$ cat src/rtl/adc_spi_cfg_sequencer_pkg.sv
// Shared definitions for the ADC SPI configuration sequencer: FSM states,
// init-table entry layout, default ACK timeout and SPI request type codes.
package adc_spi_cfg_sequencer_pkg;

    typedef enum logic [2:0] {
        ST_IDLE,
        ST_INIT_FETCH,
        ST_INIT_ISSUE,
        ST_INIT_WAIT,
        ST_HOST_ISSUE,
        ST_HOST_WAIT
    } state_t;

    // Table entry layout: {addr[12:0], data[7:0]}
    localparam int ADDR_MSB = 20;
    localparam int ADDR_LSB = 8;
    localparam int DATA_MSB = 7;

    localparam int DEFAULT_TIMEOUT = 4096;

    typedef enum logic {
        REQ_WRITE = 1'b0,
        REQ_READ  = 1'b1
    } req_type_t;

endpackage

$ cat src/rtl/adc_spi_cfg_sequencer_host_latch.sv
// Host-side request capture: pending flag, latched request, and the
// HOST_ACK / HOST_RD / HOST_TOERR output registers.
module adc_spi_host_latch
    import adc_spi_cfg_sequencer_pkg::*;
(
    input  logic        clk,
    input  logic        rst,
    input  logic        host_select,
    input  logic [12:0] host_addr,
    input  logic        host_we,
    input  logic [7:0]  host_wd,
    input  logic        host_re,
    input  logic        issue,
    input  logic        done,
    input  logic        timeout,
    input  logic [7:0]  spi_rd,
    output logic        capture,
    output logic        pending,
    output logic [12:0] req_addr,
    output logic [7:0]  req_wd,
    output logic        req_read,
    output logic [7:0]  host_rd,
    output logic        host_ack,
    output logic        host_toerr
);

    logic        pending_reg;
    logic [12:0] addr_reg;
    logic [7:0]  wd_reg;
    req_type_t   type_reg;
    logic [7:0]  rd_reg;
    logic        ack_reg;
    logic        toerr_reg;

    // A new request is only accepted once the previous one has been retired.
    assign capture = host_select & (host_we | host_re) & ~pending_reg;

    always_ff @(posedge clk or posedge rst) begin
        if (rst) begin
            pending_reg <= 1'b0;
            addr_reg    <= '0;
            wd_reg      <= '0;
            type_reg    <= REQ_WRITE;
            rd_reg      <= '0;
            ack_reg     <= 1'b0;
            toerr_reg   <= 1'b0;
        end else begin
            ack_reg <= done;
            if (capture) begin
                pending_reg <= 1'b1;
                addr_reg    <= host_addr;
                wd_reg      <= host_wd;
                type_reg    <= host_we ? REQ_WRITE : REQ_READ;
            end else if (done || timeout) begin
                pending_reg <= 1'b0;
            end
            if (done && type_reg == REQ_READ) begin
                rd_reg <= spi_rd;
            end
            if (issue) begin
                toerr_reg <= 1'b0;
            end else if (timeout) begin
                toerr_reg <= 1'b1;
            end
        end
    end

    assign pending    = pending_reg;
    assign req_addr   = addr_reg;
    assign req_wd     = wd_reg;
    assign req_read   = (type_reg == REQ_READ);
    assign host_rd    = rd_reg;
    assign host_ack   = ack_reg;
    assign host_toerr = toerr_reg;

endmodule

$ cat src/rtl/adc_spi_cfg_sequencer.sv
// Arbitrates one SPI master between the RBCP host and a power-up init-table
// sequencer, one outstanding transaction at a time with an ACK timeout.
module adc_spi_cfg_sequencer
    import adc_spi_cfg_sequencer_pkg::*;
#(
    parameter int TBL_AW      = 4,
    parameter int NUM_ENTRIES = 16,
    parameter int TIMEOUT     = DEFAULT_TIMEOUT
) (
    input  logic              CLK,
    input  logic              RST,
    input  logic              HOST_SELECT,
    input  logic [12:0]       HOST_ADDR,
    input  logic              HOST_WE,
    input  logic [7:0]        HOST_WD,
    input  logic              HOST_RE,
    output logic [7:0]        HOST_RD,
    output logic              HOST_ACK,
    input  logic              INIT_START,
    output logic              INIT_BUSY,
    output logic              INIT_DONE,
    output logic              INIT_ERR,
    output logic              HOST_TOERR,
    output logic [TBL_AW-1:0] TBL_ADDR,
    input  logic [20:0]       TBL_DATA,
    output logic              SPI_SELECT,
    output logic [12:0]       SPI_ADDR,
    output logic              SPI_WE,
    output logic [7:0]        SPI_WD,
    output logic              SPI_RE,
    input  logic [7:0]        SPI_RD,
    input  logic              SPI_ACK
);

    localparam logic [TBL_AW-1:0] LAST_IDX = TBL_AW'(NUM_ENTRIES - 1);
    localparam logic [TBL_AW-1:0] IDX_ONE  = TBL_AW'(1);
    localparam logic [15:0]       TO_LAST  = 16'(TIMEOUT - 1);

    state_t            state_reg, state_next;
    logic [TBL_AW-1:0] index_reg, index_next;
    logic [15:0]       count_reg, count_next, count_inc;
    logic              busy_reg, busy_next;
    logic              done_reg, done_next;
    logic              err_reg, err_next;
    logic              start_reg, start_next;
    logic [12:0]       spi_addr_reg, spi_addr_next;
    logic [7:0]        spi_wd_reg, spi_wd_next;

    logic              spi_sel, spi_we, spi_re;
    logic              host_issue, host_done, host_timeout;
    logic              capture, pending, req_read;
    logic [12:0]       req_addr;
    logic [7:0]        req_wd;

    adc_spi_host_latch u_host_latch (
        .clk         (CLK),
        .rst         (RST),
        .host_select (HOST_SELECT),
        .host_addr   (HOST_ADDR),
        .host_we     (HOST_WE),
        .host_wd     (HOST_WD),
        .host_re     (HOST_RE),
        .issue       (host_issue),
        .done        (host_done),
        .timeout     (host_timeout),
        .spi_rd      (SPI_RD),
        .capture     (capture),
        .pending     (pending),
        .req_addr    (req_addr),
        .req_wd      (req_wd),
        .req_read    (req_read),
        .host_rd     (HOST_RD),
        .host_ack    (HOST_ACK),
        .host_toerr  (HOST_TOERR)
    );

    assign count_inc = (count_reg == 16'hFFFF) ? count_reg : count_reg + 16'd1;

    always_ff @(posedge CLK or posedge RST) begin
        if (RST) begin
            state_reg    <= ST_IDLE;
            index_reg    <= '0;
            count_reg    <= '0;
            busy_reg     <= 1'b0;
            done_reg     <= 1'b0;
            err_reg      <= 1'b0;
            start_reg    <= 1'b0;
            spi_addr_reg <= '0;
            spi_wd_reg   <= '0;
        end else begin
            state_reg    <= state_next;
            index_reg    <= index_next;
            count_reg    <= count_next;
            busy_reg     <= busy_next;
            done_reg     <= done_next;
            err_reg      <= err_next;
            start_reg    <= start_next;
            spi_addr_reg <= spi_addr_next;
            spi_wd_reg   <= spi_wd_next;
        end
    end

    always_comb begin
        state_next    = state_reg;
        index_next    = index_reg;
        count_next    = count_reg;
        busy_next     = busy_reg;
        done_next     = done_reg;
        err_next      = err_reg;
        // A start request seen while idle-but-occupied is remembered until taken.
        start_next    = start_reg | (INIT_START & ~busy_reg);
        spi_addr_next = spi_addr_reg;
        spi_wd_next   = spi_wd_reg;
        spi_sel       = 1'b0;
        spi_we        = 1'b0;
        spi_re        = 1'b0;
        host_issue    = 1'b0;
        host_done     = 1'b0;
        host_timeout  = 1'b0;

        case (state_reg)
            ST_IDLE: begin
                if (pending) begin
                    state_next = ST_HOST_ISSUE;
                end else if (capture) begin
                    state_next = ST_IDLE;
                end else if (INIT_START || start_reg) begin
                    state_next = ST_INIT_FETCH;
                    index_next = '0;
                    busy_next  = 1'b1;
                    done_next  = 1'b0;
                    err_next   = 1'b0;
                    start_next = 1'b0;
                end
            end
            ST_INIT_FETCH: begin
                state_next = ST_INIT_ISSUE;
            end
            ST_INIT_ISSUE: begin
                spi_sel       = 1'b1;
                spi_we        = 1'b1;
                spi_addr_next = TBL_DATA[ADDR_MSB:ADDR_LSB];
                spi_wd_next   = TBL_DATA[DATA_MSB:0];
                count_next    = '0;
                state_next    = ST_INIT_WAIT;
            end
            ST_INIT_WAIT: begin
                count_next = count_inc;
                if (SPI_ACK) begin
                    if (index_reg == LAST_IDX) begin
                        busy_next  = 1'b0;
                        done_next  = 1'b1;
                        state_next = ST_IDLE;
                    end else begin
                        index_next = index_reg + IDX_ONE;
                        state_next = pending ? ST_HOST_ISSUE : ST_INIT_FETCH;
                    end
                end else if (count_reg == TO_LAST) begin
                    busy_next  = 1'b0;
                    err_next   = 1'b1;
                    state_next = ST_IDLE;
                end
            end
            ST_HOST_ISSUE: begin
                spi_sel       = 1'b1;
                spi_we        = ~req_read;
                spi_re        = req_read;
                spi_addr_next = req_addr;
                spi_wd_next   = req_wd;
                count_next    = '0;
                host_issue    = 1'b1;
                state_next    = ST_HOST_WAIT;
            end
            ST_HOST_WAIT: begin
                count_next = count_inc;
                if (SPI_ACK) begin
                    host_done  = 1'b1;
                    state_next = busy_reg ? ST_INIT_FETCH : ST_IDLE;
                end else if (count_reg == TO_LAST) begin
                    host_timeout = 1'b1;
                    state_next   = busy_reg ? ST_INIT_FETCH : ST_IDLE;
                end
            end
            default: begin
                state_next = ST_IDLE;
            end
        endcase
    end

    assign SPI_SELECT = spi_sel;
    assign SPI_WE     = spi_we;
    assign SPI_RE     = spi_re;
    assign SPI_ADDR   = spi_addr_next;
    assign SPI_WD     = spi_wd_next;
    assign TBL_ADDR   = index_reg;
    assign INIT_BUSY  = busy_reg;
    assign INIT_DONE  = done_reg;
    assign INIT_ERR   = err_reg;

endmodule

$ cat config.mk
export PLATFORM = sky130hd
export DESIGN_NAME = adc_spi_cfg_sequencer
export DESIGN_NICKNAME = d
export VERILOG_FILES = /design/src/rtl/adc_spi_cfg_sequencer_pkg.sv /design/src/rtl/adc_spi_cfg_sequencer_host_latch.sv /design/src/rtl/adc_spi_cfg_sequencer.sv
export SDC_FILE = /design/constraint.sdc
export NUM_CORES = 1
export LEC_CHECK = 0
export CAP_MARGIN = 20
export CORE_ASPECT_RATIO = 0.7
export CORE_MARGIN = 10
export CORE_UTILIZATION = 45
export CTS_BUF_LIST = sky130_fd_sc_hd__clkbuf_2 sky130_fd_sc_hd__clkbuf_4 sky130_fd_sc_hd__clkbuf_8
export CTS_CLUSTER_SIZE = 10
export DETAILED_ROUTE_END_ITERATION = 6
export PLACE_DENSITY = 0.74
export SLEW_MARGIN = 10
export SYNTH_ARGS = -nofsm -noshare
export SYNTH_HDL_FRONTEND = slang
export SYNTH_SLANG_ARGS = --single-unit
$ cat constraint.sdc
create_clock -name CLK -period 7.2 [get_ports CLK]
set_input_delay 1.44 -clock CLK [delete_from_list [all_inputs] [get_ports CLK]]
set_output_delay 1.44 -clock CLK [all_outputs]
set_load 0.02 [all_outputs]
-- After elaboration in Yosys (flattened, before gate mapping)
Cells that the tools add are included.
W data, S select, Z words.
- eq/ne operators: 21
- reduce and logical (&&, ||, !) cells: 16
- add/subtract/negate cells: 2
- bitwise gates (word level): 8
- multiplexer cells: 55
- operators with widths (kind ; number):
    $pmux W16 S2 ; 1
    $mux W1 ; 31
    $mux W3 ; 9
    $pmux W13 S2 ; 1
    $reduce_and A6 Y1 ; 4
    $mux W4 ; 5
    $ne A2 B2 Y1 const B ; 9
    $pmux W3 S6 ; 1
    $add A16 B1 Y16 const B ; 1
    $eq A16 B12 Y1 const B ; 1
    $eq A16 B16 Y1 const B ; 1
    $mux W16 ; 1
    $pmux W8 S2 ; 1
    $ne A3 B3 Y1 const B ; 3
    $pmux W1 S2 ; 4
    $pmux W4 S2 ; 1
    $reduce_bool A2 Y1 ; 4
    $eq A3 B2 Y1 const B ; 2
    $eq A3 B3 Y1 const B ; 2
    $add A4 B1 Y4 const B ; 1
    $eq A4 B4 Y1 const B ; 1
    $ne A4 B3 Y1 const B ; 1
    $reduce_or A2 Y1 ; 2
    $and A1 B1 Y1 ; 3
    other kinds (8) ; 12
- output and inout port bits: 41
- input port bits: 57
- register bits after elaboration: 81
- logic and storage cells: 118

-- Longest topological paths before layout
- depth after elaboration: 7
- depth in mapped cells: 6
- depth with buffers taken out: 5

-- Cells and area by module
From an unflattened synthesis, not the netlist that was laid out.
- cell total of the unflattened synthesis: 374
- area total of the unflattened synthesis: 4066.4 um^2
- modules (own cells, without submodules) (module ; times used ; cells each ; sequential area each (um^2) ; area each (um^2)):
    adc_spi_cfg_sequencer ; 1 ; 300 ; 1201.2 ; 2740.1
    adc_spi_host_latch ; 1 ; 74 ; 825.8 ; 1326.3

-- Worst setup path after synthesis
Ideal clock, no wire load.
- path type: input to output
- start point: in TBL_DATA[8]
- end point: out SPI_ADDR[0]
- cell stages on the path: 3
- data required time: 5.760 ns
- path buffers: 0
- path slack: 3.772 ns
- arrival time: 1.988 ns
- cells stage by stage: o22a_1 o22ai_1 a21oi_1
- longest elaborated chain between the ends: 1
- ends and longest elaborated chain (item ; RTL line ; RTL):
    from (decl) ; adc_spi_cfg_sequencer.sv:25 ; input logic [20:0] TBL_DATA,
    $pmux W13 S2 ; adc_spi_cfg_sequencer.sv:121 ; case (state_reg)
    to (decl) ; adc_spi_cfg_sequencer.sv:27 ; output logic [12:0] SPI_ADDR,
No other way between the ends.

-- Worst setup path after layout
- start point: reg state_reg[0]
- end point: out SPI_SELECT
- longest elaborated chain between the ends: 3
- elaborated cells between the ends (all ways): 4
- those cells by class: eq/ne: 2; mux: 1; reduce/logical: 1
- ends and longest elaborated chain (item ; RTL line ; RTL):
    from (decl) ; adc_spi_cfg_sequencer.sv:39 ; state_t state_reg, state_next;
    from (signal assigned) ; adc_spi_cfg_sequencer.sv:91 ; state_reg <= state_next;
    $eq A3 B3 Y1 / $eq A3 B2 Y1 (equally long branches) ; adc_spi_cfg_sequencer.sv:121 ;
    $reduce_or A2 Y1 (no source line) * ; n/a ;
    $mux W1 * ; adc_spi_cfg_sequencer.sv:121 ;
    to (decl) ; adc_spi_cfg_sequencer.sv:26 ; output logic SPI_SELECT,
Mark *: on every way between the ends. The rest lies on a longest branch, timed or not.

==> results.toml <==
[clock_network]
clkSlewWorstSetupHoldPaths_ns = 0.08
clock_latency_ns = 0.37
cts_setup_buffers = 0
cts.sinks = 81
cts_resized = 0
cts_buffers = 9
cts-hold-fix-buffers = 0
clockBufferDepth = 2
cts_root_buf = "clkbuf_8"
htreeDepth = 3
cts_tree = "built"

[grt]
grt_pass1_vias = 3442
antenna_found_initial = 0
grt-busiest-layer = "met2"
grt_max_degree = 82
grt.met1_usage_pct = 23.2
overflow = 0
track_usage_pct = 17.1
grt_pass1_wl_mm = 18.7
met2_usage_pct = 25.4
met3_usage_pct = 5.68

[floorplan]
start_util_pct = 47.0
die-area_um2 = 13200
die_h_um = 99.2
rows = 28
io_pins = 98
fp.dieW_um = 133
core_area_um2 = 8580

[logic_synthesis]
ys_warn_count = 0
synth_edf_count = 0
synth_area_um2 = 4030
syn_area_per_cell_um2 = 10.6
synth_top_area_share_pct = 50.3
synth_fp_nets = 440
synth-main-ff-cell = "dfrtp_1"
async_flop_share_pct = 100
synth_seq_cells = 81
yosys.cell_types.count = 50
synth_area_leaders = "dfrtp_1 (50%), mux2_2 (8.4%), o22ai_1 (6.7%), a21oi_1 (5.1%), o22a_1 (4.6%)"
seq_area_frac_synth_pct = 50.3
synth_top_area_cell = "dfrtp_1"
syn_inst = 381

[setup_path]
crit_path_start_kind = "flop"
crit_required_ns = 5.76
end_kind = "primary output"
path_class = "reg -> out"
cpMostUsedCell = "clkinv_1"
cp_data_arrival_time_ns = 3.43
crit_slowest_cell = "clkinv_1"
cp_num_buf_inv = 3
path_max_fanout = 26
r2r.worst_path.cells = 5
cp.depth = 4
critPathTopFamily = "buffers and inverters"
cp_cell_sequence = "clkinv_1 > nand2_2 > clkinv_1 > clkdlybuf4s50_1"
slowest_delay_ns = 0.90
r2r_slack_ns = 4.14

[job]
drv_cap = 0

[min_path]
hold_depth = 1
hold_class = "reg -> reg"

[outcome]
status = "complete, no violations"

[finish]
multiInputGateArea_um2 = 1870
final_util_pct = 62.5
seq_area_um2 = 2030
drive_above_1_share_pct = 13.0
insertedDiodeCount = 0
largest_reg_flops = 16
fin_area_um2 = 5370
fillCellCount = 696
layout_common_cells = "clkdlybuf4s50_1 (97), dfrtp_1 (80), o22ai_1 (43), a21oi_1 (41), mux2_2 (30)"
layout.nets = 530
syn2layout_area_growth_pct = 33.0
layout_commonest_cell = "clkdlybuf4s50_1"

[detailed_routing]
wl_mm = 11.4
wire_per_inst_um = 19.1
vias_per_cell = 5.85
drt_iter0_markers = 271
detail-route-antenna-nets = 0
drt-pass1-iter-count = 4
num_vias = 3486
drc_errors = 0

[power]
ir_drop_uv = 275
pwr-share-seq_pct = 32.3
combPwrFrac_pct = 51.6
p_leak_uw = 0.00209
pwr-share-clk_pct = 16.1
netSwitchingFraction_pct = 41.5
internal_power_uw = 1500
switching_power_uw = 1060
finalPower_uw = 2560
p_per_area_nw_per_um2 = 478

[sta]
fmax_mhz = 205
period_share_pct = 67.6
fin_crit_ns = 4.87
setup_tns_ns = 0
grt_setup_unrepaired = "no"
setup-violations-final = 0
relSlewSlack_pct = 32.3
tightest_slew_ns = 1.02
slew_viol_final = 0
clock_skew_ns = 0.00956
finalHoldViolations = 0

[place]
numPortBuffers = 97
dp_hpwl_mm = 7.75
gp_congestion = 0.857
placed_cell_area_um2 = 5080
[layout make-up]
| type | instances | share of cell area (%) |
|---|---|---|
| timing repair buffer | 103 | 19.3 |
| inverter | 10 | 0.723 |
| multi-input combinational | 266 | 34.8 |
| clock buffer | 10 | 2.45 |
| clock inverter | 6 | 2.17 |
| tap | 120 | 2.80 |
| sequential | 81 | 37.8 |
[kinds of logic (layout without fill, tap and decap cells)]
kind of cell / Yosys count / in the layout / synth area share (%)
compound gates: 138 / 138 / 23.1
buf+inv: 34 / 129 / 3.44
mux: 36 / 36 / 9.87
xor+xnor: 2 / 2 / 0.621
simple gates: 88 / 88 / 12.1
fa+ha+maj: 2 / 2 / 0.620
flops: 81 / 81 / 50.3
[final timing paths]
kind | startpoint | endpoint
worst min-delay path | u_host_latch.host_rd[1]$_DFFE_PP0P_ | u_host_latch.host_rd[1]$_DFFE_PP0P_
min in group asynchronous | RST | u_host_latch.req_addr[0]$_DFFE_PP0P_
worst max-delay path | state_reg[0]$_DFFE_PP0P_ | SPI_SELECT
max in group asynchronous | RST | count_reg[9]$_DFFE_PP0P_
worst min register to register | u_host_latch.host_rd[1]$_DFFE_PP0P_ | u_host_latch.host_rd[1]$_DFFE_PP0P_
worst max register to register | state_reg[0]$_DFFE_PP0P_ | count_reg[5]$_DFFE_PP0P_
[worst reg2reg max path: stages, from the launching register on]
cell and delay, ns:
dfrtp_1 0.75, clkinv_1 0.90, nand2_2 0.47, clkinv_1 0.32, a2111o_1 0.40, o21ai_0 0.11
[metrics by stage]
stage          hold slack, ns  std cells  setup WS, ns
6_report                0.507        596          2.33
5_1_grt                 0.526        596          2.04
4_1_cts                 0.513        594          2.32
3_5_place_dp            0.493        578          2.69
3_3_place_gp            0.481        578          2.72
2_1_floorplan           0.463        381          3.68
[cells in the mapped netlist, types with 5 or more instances]
cell and count:
dfrtp_1 81, o22ai_1 43, a21oi_1 41, mux2_2 30
o22a_1 21, clkbuf_1 18, nor2_1 17, nand2_1 15
nand3_1 9, inv_1 8, nand4_1 7, and3_1 6
mux2i_1 6, or4_1 6, nor4_1 5, o21ai_0 5
[layer usage]
metal	share of wire, %	wire, um
met1	47	5400
met2	44	5040
met3	6.9	784
met4	1.4	159
met5	0	0
[power by group through the flow]
stage	clock [uW]	sequential [uW]	combinational, uW
after floorplan	0	788	848
after global placement	0	822	1300
after detailed placement	0	837	1330
after CTS	421	826	1330
after global routing	436	860	1440
final	413	829	1320
(Power assumes the default switching activity.)
